==> config.mk <==
export PLATFORM = sky130hd
export DESIGN_NAME = im_fetch_ctrl
export DESIGN_NICKNAME = d
export VERILOG_FILES = /design/src/rtl/im_fetch_pkg.sv /design/src/rtl/im_fetch_fifo.sv /design/src/rtl/im_fetch_ctrl.sv
export SDC_FILE = /design/constraint.sdc
export NUM_CORES = 1
export LEC_CHECK = 0
export BUFFER_PORTS_ARGS = -buffer_cell sky130_fd_sc_hd__buf_2
export CAP_MARGIN = 20
export CORE_UTILIZATION = 47
export DETAILED_ROUTE_END_ITERATION = 8
export PLACE_DENSITY = 0.71
export SETUP_SLACK_MARGIN = 0.02
export SYNTH_ARGS = -nofsm -noshare
export SYNTH_HDL_FRONTEND = slang
export SYNTH_HIERARCHICAL = 1
export SYNTH_SLANG_ARGS = --single-unit
==> constraint.sdc <==
create_clock -name clk -period 3.25 [get_ports clk]
set_input_delay 0.4875 -clock clk [delete_from_list [all_inputs] [get_ports clk]]
set_output_delay 0.4875 -clock clk [all_outputs]
set_load 0.005 [all_outputs]
==> src/rtl/im_fetch_pkg.sv <==
// Shared state encoding and sizing defaults for the IM fetch controller.
// Optional build macro IM_FETCH_PERF_EN (stall counter) is handled in im_fetch_ctrl.
`ifndef INS_RAM_DEPTH
`define INS_RAM_DEPTH 256
`endif
`ifndef INS_RAM_DATA_WIDTH
`define INS_RAM_DATA_WIDTH 32
`endif
`ifndef INS_RAM_NUM_PIPE
`define INS_RAM_NUM_PIPE 1
`endif

package im_fetch_pkg;

    typedef enum logic [1:0] {
        IDLE  = 2'd0,
        FETCH = 2'd1,
        DRAIN = 2'd2
    } im_fetch_state_t;

    // Two spare entries beyond the read latency keep issue going at full rate.
    function automatic int fifo_depth_default(input int rd_lat);
        return rd_lat + 2;
    endfunction

endpackage

==> src/rtl/im_fetch_fifo.sv <==
// First-word-fall-through FIFO with occupancy count; depth need not be a power of two.
module im_fetch_fifo #(
    parameter int DEPTH = 4,
    parameter int W     = 32,
    parameter int CW    = $clog2(DEPTH + 1)
) (
    input  logic          clk,
    input  logic          rst,
    input  logic          push,
    input  logic [W-1:0]  din,
    input  logic          pop,
    output logic          empty,
    output logic          full,
    output logic [W-1:0]  head,
    output logic [CW-1:0] count
);

    localparam int PW = (DEPTH > 1) ? $clog2(DEPTH) : 1;

    logic [W-1:0]  mem [DEPTH];
    logic [PW-1:0] wp;
    logic [PW-1:0] rp;
    logic          do_pop;

    function automatic logic [PW-1:0] nxt(input logic [PW-1:0] p);
        return (p == PW'(DEPTH - 1)) ? '0 : p + 1'b1;
    endfunction

    assign empty  = (count == '0);
    assign full   = (count == CW'(DEPTH));
    assign head   = mem[rp];
    assign do_pop = pop && !empty;

    always_ff @(posedge clk) begin
        if (rst) begin
            wp    <= '0;
            rp    <= '0;
            count <= '0;
        end else begin
            if (push)   wp <= nxt(wp);
            if (do_pop) rp <= nxt(rp);
            case ({push, do_pop})
                2'b10:   count <= count + 1'b1;
                2'b01:   count <= count - 1'b1;
                default: count <= count;
            endcase
        end
    end

    always_ff @(posedge clk) begin
        if (push) mem[wp] <= din;
    end

endmodule

==> src/rtl/im_fetch_ctrl.sv <==
// Streams an instruction range from the IM to the decoder with credit-based prefetch.
// Define IM_FETCH_PERF_EN to add the stall_cnt output.
`ifndef INS_RAM_DEPTH
`define INS_RAM_DEPTH 256
`endif
`ifndef INS_RAM_DATA_WIDTH
`define INS_RAM_DATA_WIDTH 32
`endif
`ifndef INS_RAM_NUM_PIPE
`define INS_RAM_NUM_PIPE 1
`endif

module im_fetch_ctrl
    import im_fetch_pkg::*;
#(
    parameter int ADDR_W     = $clog2(`INS_RAM_DEPTH),
    parameter int DATA_W     = `INS_RAM_DATA_WIDTH,
    parameter int RD_LAT     = `INS_RAM_NUM_PIPE + 1,
    parameter int FIFO_DEPTH = fifo_depth_default(RD_LAT)
) (
    input  logic              clk,
    input  logic              rst,
    input  logic              start,
    input  logic [ADDR_W-1:0] start_addr,
    input  logic [ADDR_W:0]   n_ins,
    output logic              busy,
    output logic              done,
`ifdef IM_FETCH_PERF_EN
    output logic [31:0]       stall_cnt,
`endif
    output logic              ins_valid,
    input  logic              ins_ready,
    output logic [DATA_W-1:0] ins_data,
    input  logic              host_wr_en,
    input  logic [ADDR_W-1:0] host_wr_addr,
    input  logic [DATA_W-1:0] host_din,
    output logic              host_wr_err,
    output logic              im_wr_en,
    output logic [ADDR_W-1:0] im_wr_addr,
    output logic [DATA_W-1:0] im_din,
    output logic              im_rd_en,
    output logic [ADDR_W-1:0] im_rd_addr,
    input  logic [DATA_W-1:0] im_dout
);

    localparam int CW = $clog2(FIFO_DEPTH + 1);
    localparam int FW = $clog2(FIFO_DEPTH + RD_LAT + 1) + 1;

    im_fetch_state_t   state;
    logic [ADDR_W-1:0] rd_ptr;
    logic [ADDR_W:0]   issue_cnt;
    logic [ADDR_W:0]   recv_cnt;
    logic [RD_LAT-1:0] vld_pipe;
    logic [FW-1:0]     in_flight;
    logic [CW-1:0]     fifo_count;
    logic              fifo_empty;
    logic              fifo_full;
    logic              fifo_push;
    logic [DATA_W-1:0] fifo_head;
    logic              can_issue;
    logic              pop;

    always_comb begin
        in_flight = '0;
        for (int i = 0; i < RD_LAT; i++) in_flight = in_flight + FW'(vld_pipe[i]);
    end

    // Credits: slots not yet claimed by buffered or in-flight words.
    assign can_issue  = (FW'(fifo_count) + in_flight) < FW'(FIFO_DEPTH);
    assign busy       = (state != IDLE);
    assign im_rd_en   = (state == FETCH) && (issue_cnt != '0) && can_issue;
    assign im_rd_addr = rd_ptr;
    assign im_wr_en   = host_wr_en && !busy;
    assign im_wr_addr = host_wr_addr;
    assign im_din     = host_din;
    assign fifo_push  = vld_pipe[RD_LAT-1];
    assign ins_valid  = !fifo_empty;
    assign ins_data   = fifo_empty ? '0 : fifo_head;
    assign pop        = ins_valid && ins_ready;

    always_ff @(posedge clk) begin
        if (rst) begin
            state       <= IDLE;
            rd_ptr      <= '0;
            issue_cnt   <= '0;
            recv_cnt    <= '0;
            vld_pipe    <= '0;
            done        <= 1'b0;
            host_wr_err <= 1'b0;
        end else begin
            done        <= 1'b0;
            host_wr_err <= host_wr_en && busy;
            vld_pipe[0] <= im_rd_en;
            for (int i = 1; i < RD_LAT; i++) vld_pipe[i] <= vld_pipe[i-1];
            if (pop) recv_cnt <= recv_cnt - 1'b1;
            case (state)
                IDLE: begin
                    if (start) begin
                        if (n_ins != '0) begin
                            state     <= FETCH;
                            rd_ptr    <= start_addr;
                            issue_cnt <= n_ins;
                            recv_cnt  <= n_ins;
                        end else begin
                            done <= 1'b1;
                        end
                    end
                end
                FETCH: begin
                    if (im_rd_en) begin
                        rd_ptr    <= rd_ptr + 1'b1;
                        issue_cnt <= issue_cnt - 1'b1;
                        if (issue_cnt == 1) state <= DRAIN;
                    end
                end
                DRAIN: begin
                    // The final handshake is the only thing left to wait for.
                    if (pop && recv_cnt == 1) begin
                        done  <= 1'b1;
                        state <= IDLE;
                    end
                end
                default: state <= IDLE;
            endcase
        end
    end

`ifdef IM_FETCH_PERF_EN
    always_ff @(posedge clk) begin
        if (rst)
            stall_cnt <= '0;
        else if (start && !busy)
            stall_cnt <= '0;
        else if (busy && ins_valid && !ins_ready && stall_cnt != '1)
            stall_cnt <= stall_cnt + 1'b1;
    end
`endif

    im_fetch_fifo #(
        .DEPTH (FIFO_DEPTH),
        .W     (DATA_W),
        .CW    (CW)
    ) u_fifo (
        .clk   (clk),
        .rst   (rst),
        .push  (fifo_push),
        .din   (im_dout),
        .pop   (pop),
        .empty (fifo_empty),
        .full  (fifo_full),
        .head  (fifo_head),
        .count (fifo_count)
    );

    a_no_overflow: assert property (@(posedge clk) disable iff (rst)
        !(fifo_push && fifo_full && !pop));

endmodule

### Word-level counts from Yosys, hierarchy flattened

Memory sizes are Yosys's and may differ from the RTL's. A register that Yosys moved wholly into a read port is not among the register bits.
Cells that the tools add are included.

* word-level logic and storage cells: 82
* flip-flop bits (word level): 39
* memory bits (writable): 128
* memories: 1

Memory list
* u_fifo.mem: depth 4, bits a word 32, read ports 1, clocked after memory_dff 1, write ports 1, line im_fetch_fifo.sv:20 `logic [W-1:0] mem [DEPTH];`

* $add $sub $neg: 9
* $lt $le $gt $ge: 1
* mux-type cells: 30
* equality and inequality tests: 13
* reductions and logical operators: 18

Operators by type and width (number)
* two-way mux 9 bit: 7
* two-way mux 32 bit: 1
* two-way mux 8 bit: 3
* equality test 9 x 1 -> 1 bit, second input constant: 2
* two-way mux 2 bit: 9
* one-hot mux 9 bit (2 select lines): 1
* nonzero test 9 bit: 2
* subtractor 9 x 1 -> 9 bit, second input constant: 2
* one-hot mux 8 bit (2 select lines): 1
* adder 8 x 1 -> 8 bit, second input constant: 1
* equality test 2 bit, second input constant: 4
* != test 2 bit, second input constant: 4
* logical AND 1 bit: 7
* one-hot mux 2 bit (3 select lines): 1
* one-hot mux 3 bit (2 select lines): 1
* nonzero test 2 bit: 3
* two-way mux 1 bit: 5
* AND reduction 5 bit: 1
* adder 2 x 1 -> 2 bit, second input constant: 2
* adder 3 x 2 -> 4 bit: 1
* equality test 2 x 1 -> 1 bit, second input constant: 2
* < comparator 4 x 3 -> 1 bit, second input constant: 1
* AND reduction 4 bit: 1
* adder 3 x 1 -> 3 bit, second input constant: 1
* other kinds (7): 8

### Longest topological paths before layout

Gate-level depths: netlist of the first run.

* word-level depth: 7
* mapped depth: 11
* gate-level depth less buffers: 10

### By module

Netlist of the first run, hierarchy kept.

By module, submodules not included
* im_fetch_fifo: times used 1, area an instance 5117.4 µm², cells an instance 216, sequential area each 4023.9 µm²
* im_fetch_ctrl: times used 1, area an instance 2356.0 µm², cells an instance 312, sequential area each 640.6 µm²

### Least setup slack after synthesis of the first run

OpenSTA, ideal clock, no wires.

* path kind: flip-flop to flip-flop
* start: register u_fifo.count[2]
* end: register u_fifo.count[2]
* data required time: 3.180 ns
* clock period less this slack: 2.269 ns
* data arrival time: 2.199 ns
* stages on the path, launching flop included: 12
* buffers on the path: 1
* library setup time: 0.070 ns
* setup slack: 0.981 ns
* cells stage by stage: dfxtp_1 -> nor3_1 -> nor2b_1 -> buf_2 -> o31ai_2 -> inv_1 -> ha_1 -> inv_1 -> fa_1 -> xor2_1 -> or3_1 -> a21oi_1

* cells in the longest elaborated chain, start to end: 6
* elaborated cells on any way between the ends: 10
* classes of those cells: add/sub (2); eq/ne (2); mux (1); reduce/logical (5)

Ends and longest elaborated chain
* start, declared: line im_fetch_fifo.sv:15 `output logic [CW-1:0] count`
* start signal, assigned: line im_fetch_fifo.sv:43 `2'b10: count <= count + 1'b1;`
* start signal, assigned: line im_fetch_fifo.sv:44 `2'b01: count <= count - 1'b1;`
* start signal, assigned: line im_fetch_fifo.sv:45 `default: count <= count;`
* logical NOT 3 bit (*): line im_fetch_fifo.sv:29 `assign empty = (count == '0);`
* net fifo_empty: line im_fetch_ctrl.sv:56 `logic fifo_empty;`
* logical NOT 1 bit (*): line im_fetch_ctrl.sv:77 `assign ins_valid = !fifo_empty;`
* logical AND 1 bit (*): line im_fetch_ctrl.sv:79 `assign pop = ins_valid && ins_ready;`
* net pop: line im_fetch_ctrl.sv:61 `logic pop;`
* logical AND 1 bit (*): line im_fetch_fifo.sv:32 `assign do_pop = pop && !empty;`
* equality test 2 x 1 -> 1 bit / equality test 2 bit (equally long branches): line im_fetch_fifo.sv:42 `case ({push, do_pop})`
* one-hot mux 3 bit (2 select lines) / nonzero test 2 bit (equally long branches)

The timed path passes the listed nets; every way through them passes the cells marked *.
A chain may end at the register's enable or synchronous reset.

### Final worst setup path of the first run

* start: register u_fifo.count[0]
* end: register u_fifo.count[2]

* cells in the longest elaborated chain, start to end: 6
* elaborated cells on any way between the ends: 10
* classes of those cells: add/sub (2); eq/ne (2); mux (1); reduce/logical (5)

Ends and longest elaborated chain (line)
* logical NOT 3 bit (*): im_fetch_fifo.sv:29
* net fifo_empty: im_fetch_ctrl.sv:56
* logical NOT 1 bit (*): im_fetch_fifo.sv:32, im_fetch_ctrl.sv:77
* logical AND 1 bit: im_fetch_ctrl.sv:79
* logical AND 1 bit (*): im_fetch_fifo.sv:32
* equality test 2 x 1 -> 1 bit / equality test 2 bit (equally long branches): im_fetch_fifo.sv:42
* one-hot mux 3 bit (2 select lines) / nonzero test 2 bit (equally long branches)

Marked as above.

==> results of run 1 <==
[sequential cells by signal, indices dropped and copies added (netlist names), named ones only]
signal / flops
u_fifo/mem: 128
issue_cnt: 9
recv_cnt: 9
im_rd_addr: 8
u_fifo/count: 3
state: 2
u_fifo/rp: 2
u_fifo/wp: 2
vld_pipe: 2
done: 1
host_wr_err: 1
[cell usage in the layout, fill, tap and decap left out, types with 3 or more instances in the layout]
master and instances:
nor3b_1 3, o31ai_1 3, and2_2 4, o41ai_1 3
inv_6 5, nor3_1 9, nor2b_1 35, buf_4 4
o21ai_0 13, nand4_1 3, or3_1 6, nand3_1 7
inv_1 14, a211oi_1 9, a21oi_1 26, nor2_1 28
edfxtp_1 128, mux2i_1 3, a31oi_1 3, nand2_1 35
clkbuf_16 17, mux4_2 30, xor2_1 8, buf_2 99
dfxtp_1 39, ha_1 13, nor4_1 4
[area by class of cell]
cell class	instances	area [um^2]
diodes	1	2.50
clock buffers	17	425
clock inverters	15	164
fillers	1273	6950
inverters	14	52.6
multi-input cells	281	2300
flip-flops and latches	169	4670
well taps	211	264
repair buffers	104	546
[report_power, final]
part	internal (mW)	leakage, nW	total [mW]	switching, mW
logic	0.159	1.24	0.384	0.226
registers	2.38	1.49	2.43	0.0495
clock network	1.15	0.288	2.01	0.856
total	3.68	3.02	4.82	1.13
[worst max-delay path, stage by stage, from the launching register on]
cell     delay (ps)
dfxtp_1         440
nor3_2           80
nor2b_1         370
o31ai_2         200
inv_1            90
ha_1            190
inv_1            70
fa_1            380
xor2_1          170
or3_1           340
a21oi_1         190
[worst max-delay path by stage]
stage                      end       startpoint  slack (ps)  cells past startpoint
2_1_floorplan  u_fifo/count[2]  u_fifo/count[0]         980                     11
6_report       u_fifo/count[2]  u_fifo/count[0]         650                     10
4_1_cts           ins_data[31]        flip-flop         620                      4
5_1_grt        u_fifo/count[2]  u_fifo/count[0]         440                     10
3_3_place_gp   u_fifo/count[2]        ins_ready         760                     10
3_5_place_dp   u_fifo/count[2]        ins_ready         580                     10
[metal layers]
layer | global-route usage | vias up
li1 | - | 2062
met1 | 0.216 | 2212
met2 | 0.328 | 143
met3 | 0.0522 | 26
met4 | 0.0699 | 0
met5 | 0 | -
[per-stage QoR]
stage	setup WS (ps)	utilization
2_1_floorplan	984	-
3_3_place_gp	757	0.509
3_5_place_dp	583	0.509
4_1_cts	621	0.547
5_1_grt	441	0.547
6_report	649	0.548
==> key figures, run 1 <==
Outcome
  – Status: completed

Timing
  – Worst rel slew slack: 0.374
  – Final slew viol count: 0
  – Unrepaired setup endpoints after global routing: false
  – Fin crit period: 2600 ps
  – Worst hold slack: 276 ps
  – Max Clk Rate: 384 MHz
  – Period utilization: 0.800
  – TNS Setup: 0 ps
  – Fin. Hold Viols: 0
  – Clk_skew: 6.52 ps
  – Final setup violation count: 0
  – Worst slew pin tran: 938 ps

Critical path
  – Startpoint types: flip-flop
  – R2r startpoint: u_fifo/count[0]
  – Largest fanout on the critical path: 6
  – RR Endpoint: u_fifo/count[2]
  – Element type at the critical path end: flip-flop
  – FF-to-FF setup slack: 650 ps
  – Critical path type: flip-flop to flip-flop
  – FF-to-FF path depth: 10
  – Arrival time at the worst endpoint: 2940 ps
  – Critical Path RT: 3590 ps

Routing
  – Via density: 5.47
  – Final wirelength: 14300 um
  – DRT met1 WL: 6110 um
  – Post-DRT Antenna Nets: 0
  – Top layer reached by signal wires: met4
  – Length of routed met2 wiring: 7300 um
  – Met3 wire len: 725 um
  – Routed WL per cell: 17.6 um
  – DR DRC count: 0
  – First-pass detailed-route iteration total: 4
  – Vias post-DR: 4443
  – Iter 0 DRT Violations: 330

Global route
  – Total grt overflow: 0
  – Number of global-route vias before repair: 4559
  – GRT Util Overall: 0.186
  – Initial antenna violation count: 1
  – First-pass GRT wire length: 22800 um
  – Pin count of the biggest net entering global routing: 41

Power
  – VDD IR-drop max: 0.322 mV
  – P_leak: 3.02 nW
  – Overall power: 4.82 mW
  – PD cells: 572 nW/um^2

Placed design
  – Placed cells: 779
  – GPL Wtd Cong: 0.801
  – Cell area after placement: 7830 um^2
  – Port bufs: 99
  – Dpl hpwl: 8850 um

Min path
  – Worst Hold End: u_fifo/mem[0][25]
  – Hold Crit Depth: 1
  – Worst hold start: im_dout[25]
  – Min-delay worst type: input port to flip-flop

Floorplanning
  – Initial Util: 0.486
  – # IOs: 180
  – Die area: 16400 um^2
  – FP Rows: 45
  – Die width: 128 um
  – Core area: 15400 um^2
  – Chip Height: 128 um

Clocking
  – Worst skew pair latency: 420 ps
  – Post-CTS sizing: 0
  – Maximum root-to-sink buffer count: 2
  – Post-CTS Setup Inserts: 0
  – Count of hold-fix buffers inserted at cts: 0
  – Clk sinks: 169
  – CTS tree: built
  – Root Buffer: clkbuf_16
  – H-tree Lvls: 4
  – Num CTS Buffers: 17
  – Clock Pin Slew Worst Setup and Hold Paths: 70 ps

Final layout
  – Share of cells above drive strength 1: 0.293
  – Finished Layout Cells: 812
  – Design area: 8420 um^2
  – Area growth from synthesis to final layout: 12.7%
  – Nets: 695

Logic synthesis
  – Syn Area/Cell: 14.2 um^2
  – Mapped Area: 7470 um^2
  – Post-Synthesis Cells: 527
  – Yosys synthesis warning count: 6
  – Synth Net Count: 635

Flow run
  – Max Cap Viol: 0
Power figures use the tool's default switching activity.
==> inputs of run 2 (changes only) <==
Settings changed: PLACE_DENSITY 0.71 to 0.74.
Clock period 3.25 ns to 2.35 ns, I/O delays scaled along.
==> run 2 against run 1 <==
Final cell count grew 0.74%. First-iteration DRC count shrank 12%. Sequential cell count is the same. Non-clock buffer count grew 7. Sequential share of layout area shrank 0.79 points. Largest power group unchanged.
==> key figures, run 2 (synthesis results as in run 1) <==
Routing
  – Final wirelength: 14100 um (was 14300 um)
  – Vias post-DR: 4474 (was 4443)
  – Iter 0 DRT Violations: 289 (was 330)
  – Routed WL per cell: 17.2 um (was 17.6 um)
  – DR DRC count: 0 (unchanged)
  – Via density: 5.47 (about the same)
  – Post-DRT Antenna Nets: 0 (unchanged)
  – First-pass detailed-route iteration total: 5 (was 4)

Floorplanning
  – # IOs: 180 (unchanged)
  – FP Rows: 45 (unchanged)
  – Die width: 128 um (unchanged)
  – Initial Util: 0.486 (unchanged)
  – Die area: 16400 um^2 (unchanged)
  – Chip Height: 128 um (unchanged)
  – Core area: 15400 um^2 (unchanged)

Global route
  – Initial antenna violation count: 0 (was 1)
  – Total grt overflow: 0 (unchanged)
  – First-pass GRT wire length: 22500 um (was 22800 um)
  – Pin count of the biggest net entering global routing: 41 (unchanged)
  – GRT Util Overall: 0.182 (was 0.186)
  – Number of global-route vias before repair: 4398 (was 4559)

Clocking
  – Maximum root-to-sink buffer count: 2 (unchanged)
  – Root Buffer: clkbuf_16 (unchanged)
  – Clock Pin Slew Worst Setup and Hold Paths: 70 ps (about the same)
  – Worst skew pair latency: 420 ps (about the same)
  – Post-CTS Setup Inserts: 0 (unchanged)
  – Clk sinks: 169 (unchanged)
  – Num CTS Buffers: 17 (unchanged)
  – H-tree Lvls: 4 (unchanged)
  – CTS tree: built (unchanged)

Critical path
  – R2r startpoint: u_fifo/count[0] (unchanged)
  – Startpoint types: flip-flop (unchanged)
  – FF-to-FF path depth: 10 (unchanged)
  – Arrival time at the worst endpoint: 1860 ps (was 2940 ps)
  – RR Endpoint: u_fifo/count[2] (unchanged)
  – CP Launch Point: u_fifo/count[0] (unchanged)
  – Critical Path Sink: im_rd_en (was u_fifo/count[2])
  – Critical path type: flip-flop to primary output (was flip-flop to flip-flop)
  – Critical Path RT: 2000 ps (was 3590 ps)
  – Crit path cell chain: ha_1 -> a21o_1 -> a211o_1 -> nor2_1 -> buf_2 (was nor3_2 -> nor2b_1 -> o31ai_2 -> inv_1 -> ha_1 -> inv_1 -> fa_1 -> xor2_1 -> or3_1 -> a21oi_1)
  – Slowest CP cell: dfxtp_2 (was dfxtp_1)
  – Largest fanout on the critical path: 5 (was 6)
  – Max incr delay on CP: 390 ps (was 440 ps)
  – Element type at the critical path end: primary output (was flip-flop)
  – FF-to-FF setup slack: 160 ps (was 650 ps)

Final layout
  – Design area: 8540 um^2 (was 8420 um^2)
  – Nets: 702 (was 695)
  – Max reg flops: 128 (unchanged)
  – Fill cells: 1204 (was 1273)
  – Share of cells above drive strength 1: 0.308 (was 0.293)
  – Commonest non-fill, non-tap cells in the layout: edfxtp_1, buf_2, dfxtp_1, nor2b_1, nand2_1 (unchanged)
  – Biggest register: u_fifo/mem (unchanged)
  – Largest registers: u_fifo/mem: 128 flops, issue_cnt: 9 flops, recv_cnt: 9 flops (unchanged)
  – Commonest non-fill, non-tap cell in the layout: edfxtp_1 (unchanged)
  – Area growth from synthesis to final layout: 14.4% (was 12.7%)
  – Ant diodes: 0 (was 1)

Timing
  – Worst slew pin tran: 730 ps (was 938 ps)
  – Setup ws final: 137 ps (was 649 ps)
  – Fin crit period: 2210 ps
  – Worst rel slew slack: 0.512 (was 0.374)
  – Clk_skew: 8.49 ps (was 6.52 ps)
  – Final slew viol count: 0 (unchanged)
  – Max Clk Rate: 452 MHz
  – Final setup violation count: 0 (unchanged)
  – TNS Setup: 0 ps (unchanged)
  – Period utilization: 0.942
  – Fin. Hold Viols: 0 (unchanged)
  – Unrepaired setup endpoints after global routing: false (unchanged)

Placed design
  – Port bufs: 99 (unchanged)
  – GPL Wtd Cong: 0.878 (was 0.801)
  – Cell area after placement: 7940 um^2 (was 7830 um^2)
  – Setup WS pre-CTS: 107 ps (was 583 ps)
  – Dpl hpwl: 9150 um (was 8850 um)

Flow run
  – Max Cap Viol: 0 (unchanged)

Min path
  – Hold Crit Depth: 1 (unchanged)
  – Min-delay worst type: input port to flip-flop (unchanged)

Power
  – P_leak: 3.08 nW (was 3.02 nW)
  – PD cells: 778 nW/um^2 (was 572 nW/um^2)
  – VDD IR-drop max: 0.502 mV (was 0.322 mV)

Outcome
  – Status: completed (unchanged)
[run 2: changes by cell type in the layout (fill, tap and decap cells not counted)]
cell | before | now
diode_2 | 1 | 0
bufinv_16 | 2 | 1
clkinv_2 | 1 | 0
dfxtp_2 | 2 | 4
clkinv_4 | 2 | 4
buf_4 | 4 | 5
dfxtp_1 | 39 | 37
inv_6 | 5 | 3
clkinv_1 | 2 | 0
buf_12 | 1 | 6
buf_6 | 0 | 1
clkinv_8 | 0 | 1
inv_8 | 2 | 5
[run 2: layer usage]
| layer | vias up | part of all wire | GRT usage |
|---|---|---|---|
| li1 | 2068 | - | - |
| met1 | 2210 | 0.43 | 0.231 |
| met2 | 159 | 0.50 | 0.294 |
| met3 | 37 | 0.051 | 0.0430 |
| met4 | 0 | 0.025 | 0.0934 |
| met5 | - | 0 | 0 |
[run 2: power by group]
part	switching, mW	leakage (nW)	internal, mW
sequential	0.0686	1.49	3.28
combinational	0.307	1.29	0.227
clock	1.24	0.291	1.52
[run 2: worst min path at each step]
stage,from,end,slack [ps]
2_1_floorplan,rst,u_fifo/count[2],420
3_3_place_gp,vld_pipe[0],vld_pipe[1],470
3_5_place_dp,vld_pipe[0],vld_pipe[1],470
4_1_cts,im_dout[11],u_fifo/mem[3][11],120
5_1_grt,im_dout[11],u_fifo/mem[3][11],120
6_report,im_dout[11],u_fifo/mem[0][11],140
[run 2: metrics by stage]
| step | power, mW | hold slack (ps) | std cells | util |
|---|---|---|---|---|
| floorplan | 3.80 | 422 | 527 | - |
| global placement | 3.92 | 471 | 786 | 0.517 |
| detailed placement | 3.95 | 471 | 786 | 0.517 |
| CTS | 6.71 | 117 | 818 | 0.555 |
| global route | 6.90 | 115 | 818 | 0.556 |
| finish | 6.64 | 137 | 818 | 0.556 |
[run 2: layout make-up]
class / count / area [um^2] / area share
sequential: 169 / 4670 / 0.546
clock buffer: 17 / 425 / 0.0498
tap: 211 / 264 / 0.0309
clock inverter: 15 / 171 / 0.0201
inverter: 14 / 52.6 / 0.00615
multi-input combinational: 281 / 2300 / 0.269
timing repair buffer: 111 / 664 / 0.0778
[run 2: repair_timing]
action,CTS,global route
hold buffers,0,0
endpoints found under the setup margin,0,12
resized for setup,0,4
[run 2: worst max-delay path, delay by kind of cell, from the launching register on]
kind	cells	cell delay, ps
and+or+nand+nor	1	160
DFF	1	390
AOI/OAI and AO/OA	2	510
buffers and inverters	1	130
adders and majority gates	1	240
